File: config.mk
export PLATFORM = sky130hd
export DESIGN_NAME = config_chain_loader
export DESIGN_NICKNAME = d
export VERILOG_FILES = /design/src/rtl/config_loader_pkg.sv /design/src/rtl/config_loader_crc8.sv /design/src/rtl/config_chain_loader.sv
export SDC_FILE = /design/constraint.sdc
export NUM_CORES = 1
export LEC_CHECK = 0
export CORE_MARGIN = 1
export CORE_UTILIZATION = 53
export CTS_BUF_LIST = sky130_fd_sc_hd__clkbuf_8
export DETAILED_ROUTE_END_ITERATION = 10
export PLACE_DENSITY = 0.79
export RECOVER_POWER = 50
export SLEW_MARGIN = 25
export SYNTH_ARGS = -nofsm -noshare
export SYNTH_HDL_FRONTEND = slang
export SYNTH_SLANG_ARGS = --single-unit
File: constraint.sdc
create_clock -name config_clock -period 2.41 [get_ports config_clock]
set_input_delay 0.3615 -clock config_clock [delete_from_list [all_inputs] [get_ports config_clock]]
set_output_delay 0.3615 -clock config_clock [all_outputs]
set_load 0.03 [all_outputs]
File: src/rtl/config_loader_pkg.sv
// Shared types and constants for the configuration chain loader.
// The CRC state and constants are only exercised when CONFIG_LOADER_CRC_EN is defined.
package config_loader_pkg;

  typedef enum logic [2:0] {
    IDLE  = 3'd0,
    LOAD  = 3'd1,
    SHIFT = 3'd2,
    CHECK = 3'd3,
    DONE  = 3'd4
  } state_e;

  localparam int unsigned CRC_WIDTH = 8;
  localparam logic [CRC_WIDTH-1:0] CRC8_POLY = 8'h07;
  localparam logic [CRC_WIDTH-1:0] CRC8_INIT = 8'h00;

  // Bits needed to hold every value from 0 up to and including max_value.
  function automatic int unsigned cnt_width(input int unsigned max_value);
    return (max_value < 1) ? 1 : $clog2(max_value + 1);
  endfunction

endpackage

File: src/rtl/config_loader_crc8.sv
// Serial MSB-first CRC-8 accumulator (poly 0x07, init 0x00), one bit per enabled cycle.
module config_crc8_serial
  import config_loader_pkg::*;
(
  input  logic                 clk,
  input  logic                 rst,
  input  logic                 clear,
  input  logic                 enable,
  input  logic                 bit_in,
  output logic [CRC_WIDTH-1:0] crc
);

  logic [CRC_WIDTH-1:0] crc_q;
  logic [CRC_WIDTH-1:0] crc_d;
  logic                 feedback;

  // Clear wins over a same-cycle update so a new load starts from the init value.
  always_comb begin
    crc_d    = crc_q;
    feedback = crc_q[CRC_WIDTH-1] ^ bit_in;
    if (clear) begin
      crc_d = CRC8_INIT;
    end else if (enable) begin
      crc_d = {crc_q[CRC_WIDTH-2:0], 1'b0} ^ (feedback ? CRC8_POLY : CRC_WIDTH'(0));
    end
  end

  always_ff @(posedge clk) begin
    if (rst) begin
      crc_q <= CRC8_INIT;
    end else begin
      crc_q <= crc_d;
    end
  end

  assign crc = crc_q;

endmodule

File: src/rtl/config_chain_loader.sv
// Streams bitstream words MSB-first onto the tile configuration chain, one enable per bit.
// Define CONFIG_LOADER_CRC_EN to add a trailing CRC-8 check word and a live error flag.
module config_chain_loader
  import config_loader_pkg::*;
#(
  parameter int unsigned WORD_WIDTH   = 8,
  parameter int unsigned CHAIN_LENGTH = 24,
  parameter int unsigned COUNT_WIDTH  = cnt_width(CHAIN_LENGTH)
) (
  input  logic                  config_clock,
  input  logic                  config_reset,
  input  logic                  start,
  input  logic [WORD_WIDTH-1:0] s_data,
  input  logic                  s_valid,
  output logic                  s_ready,
  output logic                  chain_data,
  output logic                  chain_enable,
  output logic                  busy,
  output logic                  done,
  output logic                  error
);

  localparam int unsigned WBIT_WIDTH = cnt_width(WORD_WIDTH);
  localparam logic [COUNT_WIDTH-1:0] CHAIN_LAST = COUNT_WIDTH'(CHAIN_LENGTH - 1);
  localparam logic [WBIT_WIDTH-1:0]  WORD_LAST  = WBIT_WIDTH'(WORD_WIDTH - 1);
`ifdef CONFIG_LOADER_CRC_EN
  localparam state_e FINAL_STATE = CHECK;
`else
  localparam state_e FINAL_STATE = DONE;
`endif

  state_e                  state_q, state_d;
  logic [WORD_WIDTH-1:0]   buf_q, buf_d;
  logic [COUNT_WIDTH-1:0]  cnt_q, cnt_d;
  logic [WBIT_WIDTH-1:0]   wbit_q, wbit_d;
  logic                    s_ready_q, s_ready_d;
  logic                    chain_data_q, chain_data_d;
  logic                    chain_enable_q, chain_enable_d;
  logic                    busy_q, busy_d;
  logic                    done_q, done_d;

`ifdef CONFIG_LOADER_CRC_EN
  logic                    error_q, error_d;
  logic                    crc_clear_c;
  logic [CRC_WIDTH-1:0]    crc;

  // Runs over exactly the bits presented to the chain head.
  config_crc8_serial u_crc (
    .clk    (config_clock),
    .rst    (config_reset),
    .clear  (crc_clear_c),
    .enable (chain_enable_q),
    .bit_in (chain_data_q),
    .crc    (crc)
  );
`endif

  // Next-state logic; every registered output is derived from the state being entered.
  always_comb begin
    state_d      = state_q;
    buf_d        = buf_q;
    cnt_d        = cnt_q;
    wbit_d       = wbit_q;
    chain_data_d = 1'b0;
    done_d       = done_q;
`ifdef CONFIG_LOADER_CRC_EN
    error_d      = error_q;
    crc_clear_c  = 1'b0;
`endif
    case (state_q)
      IDLE: begin
        if (start) begin
          state_d = LOAD;
          cnt_d   = '0;
          done_d  = 1'b0;
`ifdef CONFIG_LOADER_CRC_EN
          error_d     = 1'b0;
          crc_clear_c = 1'b1;
`endif
        end
      end
      LOAD: begin
        if (s_valid) begin
          state_d      = SHIFT;
          buf_d        = s_data;
          wbit_d       = '0;
          chain_data_d = s_data[WORD_WIDTH-1];
        end
      end
      SHIFT: begin
        buf_d  = buf_q << 1;
        cnt_d  = cnt_q + COUNT_WIDTH'(1);
        wbit_d = wbit_q + WBIT_WIDTH'(1);
        // Chain end beats word end, which drops the unused low bits of a partial last word.
        if (cnt_q >= CHAIN_LAST) begin
          state_d = FINAL_STATE;
          buf_d   = '0;
        end else if (wbit_q == WORD_LAST) begin
          state_d = LOAD;
        end else begin
          chain_data_d = buf_q[WORD_WIDTH-2];
        end
      end
`ifdef CONFIG_LOADER_CRC_EN
      CHECK: begin
        if (s_valid) begin
          state_d = DONE;
          error_d = (s_data[CRC_WIDTH-1:0] != crc);
        end
      end
`endif
      DONE: begin
        state_d = IDLE;
      end
      default: begin
        state_d = IDLE;
      end
    endcase
    if (state_d == DONE) begin
      done_d = 1'b1;
    end
    s_ready_d      = (state_d == LOAD) || (state_d == CHECK);
    chain_enable_d = (state_d == SHIFT);
    busy_d         = s_ready_d || chain_enable_d;
  end

  always_ff @(posedge config_clock) begin
    if (config_reset) begin
      state_q        <= IDLE;
      buf_q          <= '0;
      cnt_q          <= '0;
      wbit_q         <= '0;
      s_ready_q      <= 1'b0;
      chain_data_q   <= 1'b0;
      chain_enable_q <= 1'b0;
      busy_q         <= 1'b0;
      done_q         <= 1'b0;
`ifdef CONFIG_LOADER_CRC_EN
      error_q        <= 1'b0;
`endif
    end else begin
      state_q        <= state_d;
      buf_q          <= buf_d;
      cnt_q          <= cnt_d;
      wbit_q         <= wbit_d;
      s_ready_q      <= s_ready_d;
      chain_data_q   <= chain_data_d;
      chain_enable_q <= chain_enable_d;
      busy_q         <= busy_d;
      done_q         <= done_d;
`ifdef CONFIG_LOADER_CRC_EN
      error_q        <= error_d;
`endif
    end
  end

  assign s_ready      = s_ready_q;
  assign chain_data   = chain_data_q;
  assign chain_enable = chain_enable_q;
  assign busy         = busy_q;
  assign done         = done_q;
`ifdef CONFIG_LOADER_CRC_EN
  assign error        = error_q;
`else
  assign error        = 1'b0;
`endif

endmodule

==> flow_summary.ini, run 1 <==
[yosys]
yosysWarnings = 0
async_flop_share_pct = 0
synth_area_sq_mm = 0.00110
ys_ff_latch = 24
ys.flop_type = dfxtp_1
yosysSeqAreaShare_pct = 43.5
syn_avg_cell_area_sq_um = 8.97
synth_edf_count = 0
synth_cell_types = 35
synth_cells = 123
synth_fp_nets = 137

[global_route]
grt_pass1_vias = 779
grt_max_degree = 19
grt_first_pass_wirelength_um = 3390
antenna_found_initial = 0
grt.total_usage_pct = 21.6
grt_overflow = 0

[clock_network]
clk_pin_slew_ps = 80
htree_levels = 1
cts_buffer_depth = 2
clk_latency_ps = 270
clockRootBuffer = clkbuf_8
postCtsResizedCells = 0
cts_sinks = 24
post_cts_buffers = 0
postCtsHoldBufs = 0
tritoncts = done
numCtsBuffers = 3

[worst_setup_path]
required_ps = 2600
cp-end-kind = flop
critPathKind = flop to flop
r2r-start = cnt_q[0]$_SDFFE_PP0P_
r2r-end = s_ready$_SDFF_PP0_
reg2reg_slack_ps = 590
critPathLaunchType = flop
endpoint = s_ready$_SDFF_PP0_
r2r_cells = 5
critPathLaunch = cnt_q[0]$_SDFFE_PP0P_
crit_fanout = 11
cp.arrival_ps = 2010

[sta]
fmax_mhz = 549
fin_setup_tns_ps = 0
relSlewSlack_pct = 38.7
fin_crit_ps = 1820
slew_viol_final = 0
skew_ps = 3.56
rsz0062_at_grt = no
fin_hold_ws_ps = 479
setup_viol = 0
worst_slew_pin_slew_ps = 915
final-hold-violation-count = 0
period_share_pct = 75.6

[power_and_ir_drop]
powerDensity_mw_per_mm2 = 623
ir_worst_vdd_mv = 0.410
p_leak_nw = 0.498

[detailed_routing]
first_pass_iters = 4
ant_nets = 0
first_iter_violations = 12
wire_per_inst_um = 13.0
routed_wl_um = 2130
num_vias = 901
avgViaCountPerCell = 5.49
drc_errors = 0

[floorplanning]
io_pins = 18
die_w_um = 47.6
die_h_um = 47.6
core_sq_mm = 0.00196
initial_core_util_pct = 56.2
die-area_sq_mm = 0.00227
rows = 16

[final_layout]
layout-drive-gt1-share_pct = 9.49
final_nets = 152
nFillCells = 187
syn2layout_area_growth_pct = 18.1
final_common_cell = nor2_1
diodes = 0
postLayoutCellArea_sq_mm = 0.00130
layout_common_cells = 25 x nor2_1, 24 x dfxtp_1, 11 x a21oi_1, 10 x clkdlybuf4s50_1, 7 x nand3_1

[run]
maxCapViolCount = 0

[placement]
hpwl_um = 1440
placed_cell_area_sq_mm = 0.00126
port_buffers = 16
gp_congestion = 0.761

[min_path]
hp-class = flop to flop

[run_status]
status = finished, final reports clean
-- report_power, final --
group          switching, W  internal (W)  leakage, nW  total, W
Clock              0.000127      0.000146       0.0288  0.000273
Sequential        0.0000122      0.000415        0.195  0.000427
Combinational     0.0000608     0.0000513        0.274  0.000112
Total              0.000200      0.000612        0.498  0.000812
-- registers in the layout (all words and copies together), names as in the netlist --
signal and cells:
done 1, chain_enable 1, wbit_q 4, busy 1, buf_q 7, s_ready 1, state_q 3, chain_data 1
cnt_q 5
-- worst min-delay path by stage --
stage | startpoint | depth (start not counted) | slack [ps] | end
after floorplan | cnt_q[4]$_SDFFE_PP0P_ | 1 | 440 | cnt_q[4]$_SDFFE_PP0P_
after global placement | cnt_q[4]$_SDFFE_PP0P_ | 1 | 450 | cnt_q[4]$_SDFFE_PP0P_
after detailed placement | cnt_q[4]$_SDFFE_PP0P_ | 1 | 470 | cnt_q[4]$_SDFFE_PP0P_
after CTS | cnt_q[4]$_SDFFE_PP0P_ | 1 | 480 | cnt_q[4]$_SDFFE_PP0P_
after global routing | cnt_q[4]$_SDFFE_PP0P_ | 1 | 510 | cnt_q[4]$_SDFFE_PP0P_
final | cnt_q[4]$_SDFFE_PP0P_ | 1 | 480 | cnt_q[4]$_SDFFE_PP0P_
-- per-stage QoR --
stage               util, %  instances  setup slack, ps  power, W
floorplan                 -        123              968  0.000513
global placement       64.4        160              636  0.000548
detailed placement     64.4        160              601  0.000552
CTS                    67.2        164              593  0.000818
global route           66.5        164              419  0.000841
finish                 66.5        164              589  0.000812
-- cell type report --
cell class	count	area [sq um]	area share, %
Clock buffer	4	55.1	4.22
Timing Repair Buffer	19	179	13.7
Tap cell	27	33.8	2.59
Sequential cell	24	480	36.9
Inverter	3	11.3	0.864
Multi-Input combinational cell	87	544	41.7
-- synthesized netlist by cell type, types with 2 or more instances --
cell	instances	area share, %
nor2_1	25	8.5
dfxtp_1	24	44
a21oi_1	11	5.0
nand3_1	7	3.2
a211oi_1	4	2.7
nand2_1	4	1.4
nor3_1	4	1.8
buf_2	3	1.4
clkbuf_1	3	1.0
inv_1	3	1.0
nor4_2	3	3.4
o21ai_0	3	1.4
xor2_1	3	2.4
a22oi_1	2	1.4
buf_6	2	2.0
ha_1	2	2.3
mux2i_1	2	1.8
-- per-layer routing --
layer,wire length (um),global-route usage (%),part of all wire (%),vias to the layer above
met4,37,10.0,1.7,0
met1,1050,28.9,49,419
li1,-,-,-,461
met2,979,34.2,46,16
met3,63,3.40,3.0,5
met5,0,0,0,-
-- kinds of logic after synthesis --
family                   after synthesis  share of synthesized area, %
multiplexers                           2                          1.81
flip-flops                            24                          43.5
buffers and inverters                 12                          6.12
other                                  1                         0.340
XOR/XNOR                               3                          2.38
AO/OA/AOI/OAI                         27                          16.6
AND/OR/NAND/NOR                       52                          27.0
adder cells (fa/ha/maj)                2                          2.27
-- worst max-delay path: stages, from the launching register on --
cell and delay [ps]:
dfxtp_1 360, ha_1 240, a211o_1 270, o211ai_1 420
nand3_1 240, a21oi_1 220
Note: power is estimated with default switching activity, not from simulation.
==> run 2, diff against run 1 <==
Clock period 2.41 ns to 1.8 ns, I/O delays scaled along.
==> run 2 against run 1 <==
Die area unchanged. Cell count increased by 2.4%. Sequential power increased by 33%. Via count increased by 1.6%. Power increased by 27%. Global-route usage decreased by 0.55 points. Final area increased by 2.4%. Clock skew increased by 0.89 ps. Combinational power increased by 42%. Utilization increased by 1.6 points. Critical path type is now flop to output pin. Largest power group unchanged.
==> flow_summary.ini, run 2 (synthesis results as in run 1) <==
[clock_network]
htree_levels = 1
clk_latency_ps = 260
cts_sinks = 24
postCtsResizedCells = 0
clockRootBuffer = clkbuf_8
tritoncts = done
postCtsHoldBufs = 0
cts_buffer_depth = 2
numCtsBuffers = 3
post_cts_buffers = 0
clk_pin_slew_ps = 80

[worst_setup_path]
critPathLaunch = done$_SDFFE_PP0P_
cp-end-kind = output pin
crit_fanout = 2
critPathLaunchType = flop
path_buf_inv = 1
critPathKind = flop to output pin
max_stage_delay_ps = 680
cp_top_family = buffers and inverters
timing.critical_path.slowest_stage_cell = clkdlybuf4s50_1
cp.arrival_ps = 1320
path_cells = clkdlybuf4s50_1
r2r-start = state_q[1]$_SDFF_PP0_
required_ps = 1530

[sta]
skew_ps = 4.45
period_share_pct = 88.3
fin_crit_ps = 1590
setup_ws_ps = 210
rsz0062_at_grt = no
fmax_mhz = 629
slew_viol_final = 0
fin_setup_tns_ps = 0
final-hold-violation-count = 0
fin_hold_ws_ps = 473
setup_viol = 0

[global_route]
grt_pass1_vias = 766
grt_max_degree = 19
grt_overflow = 0
grt_first_pass_wirelength_um = 3280
grt.total_usage_pct = 21.1
antenna_found_initial = 0

[final_layout]
layout_common_cells = 25 x nor2_1, 24 x dfxtp_1, 12 x clkdlybuf4s50_1, 11 x a21oi_1, 7 x nand3_1
largestRegisters = buf_q x7, cnt_q x5, wbit_q x4
syn2layout_area_growth_pct = 21.0
largest_register_ffs = 7
regMostFlops = buf_q
layout-drive-gt1-share_pct = 12.8
nFillCells = 173
final_common_cell = nor2_1
final_nets = 157
diodes = 0

[detailed_routing]
drc_errors = 0
num_vias = 915
avgViaCountPerCell = 5.45
routed_wl_um = 2130
first_iter_violations = 20
first_pass_iters = 4
ant_nets = 0
wire_per_inst_um = 12.7

[power_and_ir_drop]
ir_worst_vdd_mv = 0.573
power_frac_comb_pct = 15.5
power.switching_w = 0.000252
seq_power_share_pct = 55.2
intPower_w = 0.000778
p_leak_nw = 0.510
clock_power_share_pct = 29.4
powerDensity_mw_per_mm2 = 771
p_sw_share_pct = 24.4

[min_path]
hold_start = buf_q[0]$_SDFFE_PP0P_
hp-class = flop to flop

[placement]
port_buffers = 16
gp_congestion = 0.786
dpl_worst_slack_ps = 186
hpwl_um = 1560

[run]
maxCapViolCount = 0

[floorplanning]
die-area_sq_mm = 0.00227
die_w_um = 47.6
rows = 16
io_pins = 18
initial_core_util_pct = 56.2
die_h_um = 47.6
core_sq_mm = 0.00196

[run_status]
status = finished, final reports clean
==> run 2: layer usage <==
metal | vias to the layer above | part of all wire (%) | wire length, um | global-route usage, %
met2 | 15 | 48 | 1020 | 34.0
met1 | 423 | 48 | 1020 | 27.1
met4 | 0 | 1.6 | 34 | 11.1
li1 | 473 | - | - | -
met3 | 4 | 2.7 | 57 | 3.40
met5 | - | 0 | 0 | 0
==> run 2: worst min-delay path, cell delays in order (launching register included) <==
cell,delay (ps)
dfxtp_1,310
nand3_1,60
a211oi_1,60
==> run 2: final timing paths <==
check | endpoint | slack, ps | cells after the start
max reg2reg | wbit_q[2]$_SDFFE_PP0P_ | 220 | 4
min | buf_q[1]$_SDFFE_PP0P_ | 470 | 2
max | done | 210 | 1
min reg2reg | buf_q[1]$_SDFFE_PP0P_ | 470 | 2
==> run 2: area by class of cell <==
| class | count | area [sq um] | share of cell area, % |
|---|---|---|---|
| repair buffers | 24 | 213 | 15.9 |
| well taps | 27 | 33.8 | 2.53 |
| flip-flops and latches | 24 | 480 | 36.0 |
| clock buffers | 3 | 41.3 | 3.09 |
| multi-input cells | 87 | 556 | 41.6 |
| inverters | 3 | 11.3 | 0.843 |
==> run 2: power groups by stage <==
stage	clock network (W)	logic, W	registers [W]
finish	0.000302	0.000159	0.000568
floorplan	0	0.0000936	0.000593
global route	0.000332	0.000176	0.000571
global placement	0	0.000162	0.000580
detailed placement	0	0.000165	0.000581
CTS	0.000310	0.000166	0.000568
==> run 2: stage by stage <==
step	cell area, sq um	total power (W)	utilization (%)	std cells
global route	1340	0.00108	68.0	168
detailed placement	1300	0.000746	66.3	165
global placement	1300	0.000741	66.3	165
CTS	1340	0.00104	68.4	168
finish	1340	0.00103	68.0	168
floorplan	1100	0.000686	-	123
==> run 3, diff against run 2 <==
Settings changed: CORE_MARGIN 1 to not set.
==> results of run 3 <==
The final DEF is identical to that of run 2; final timing and power are the same.
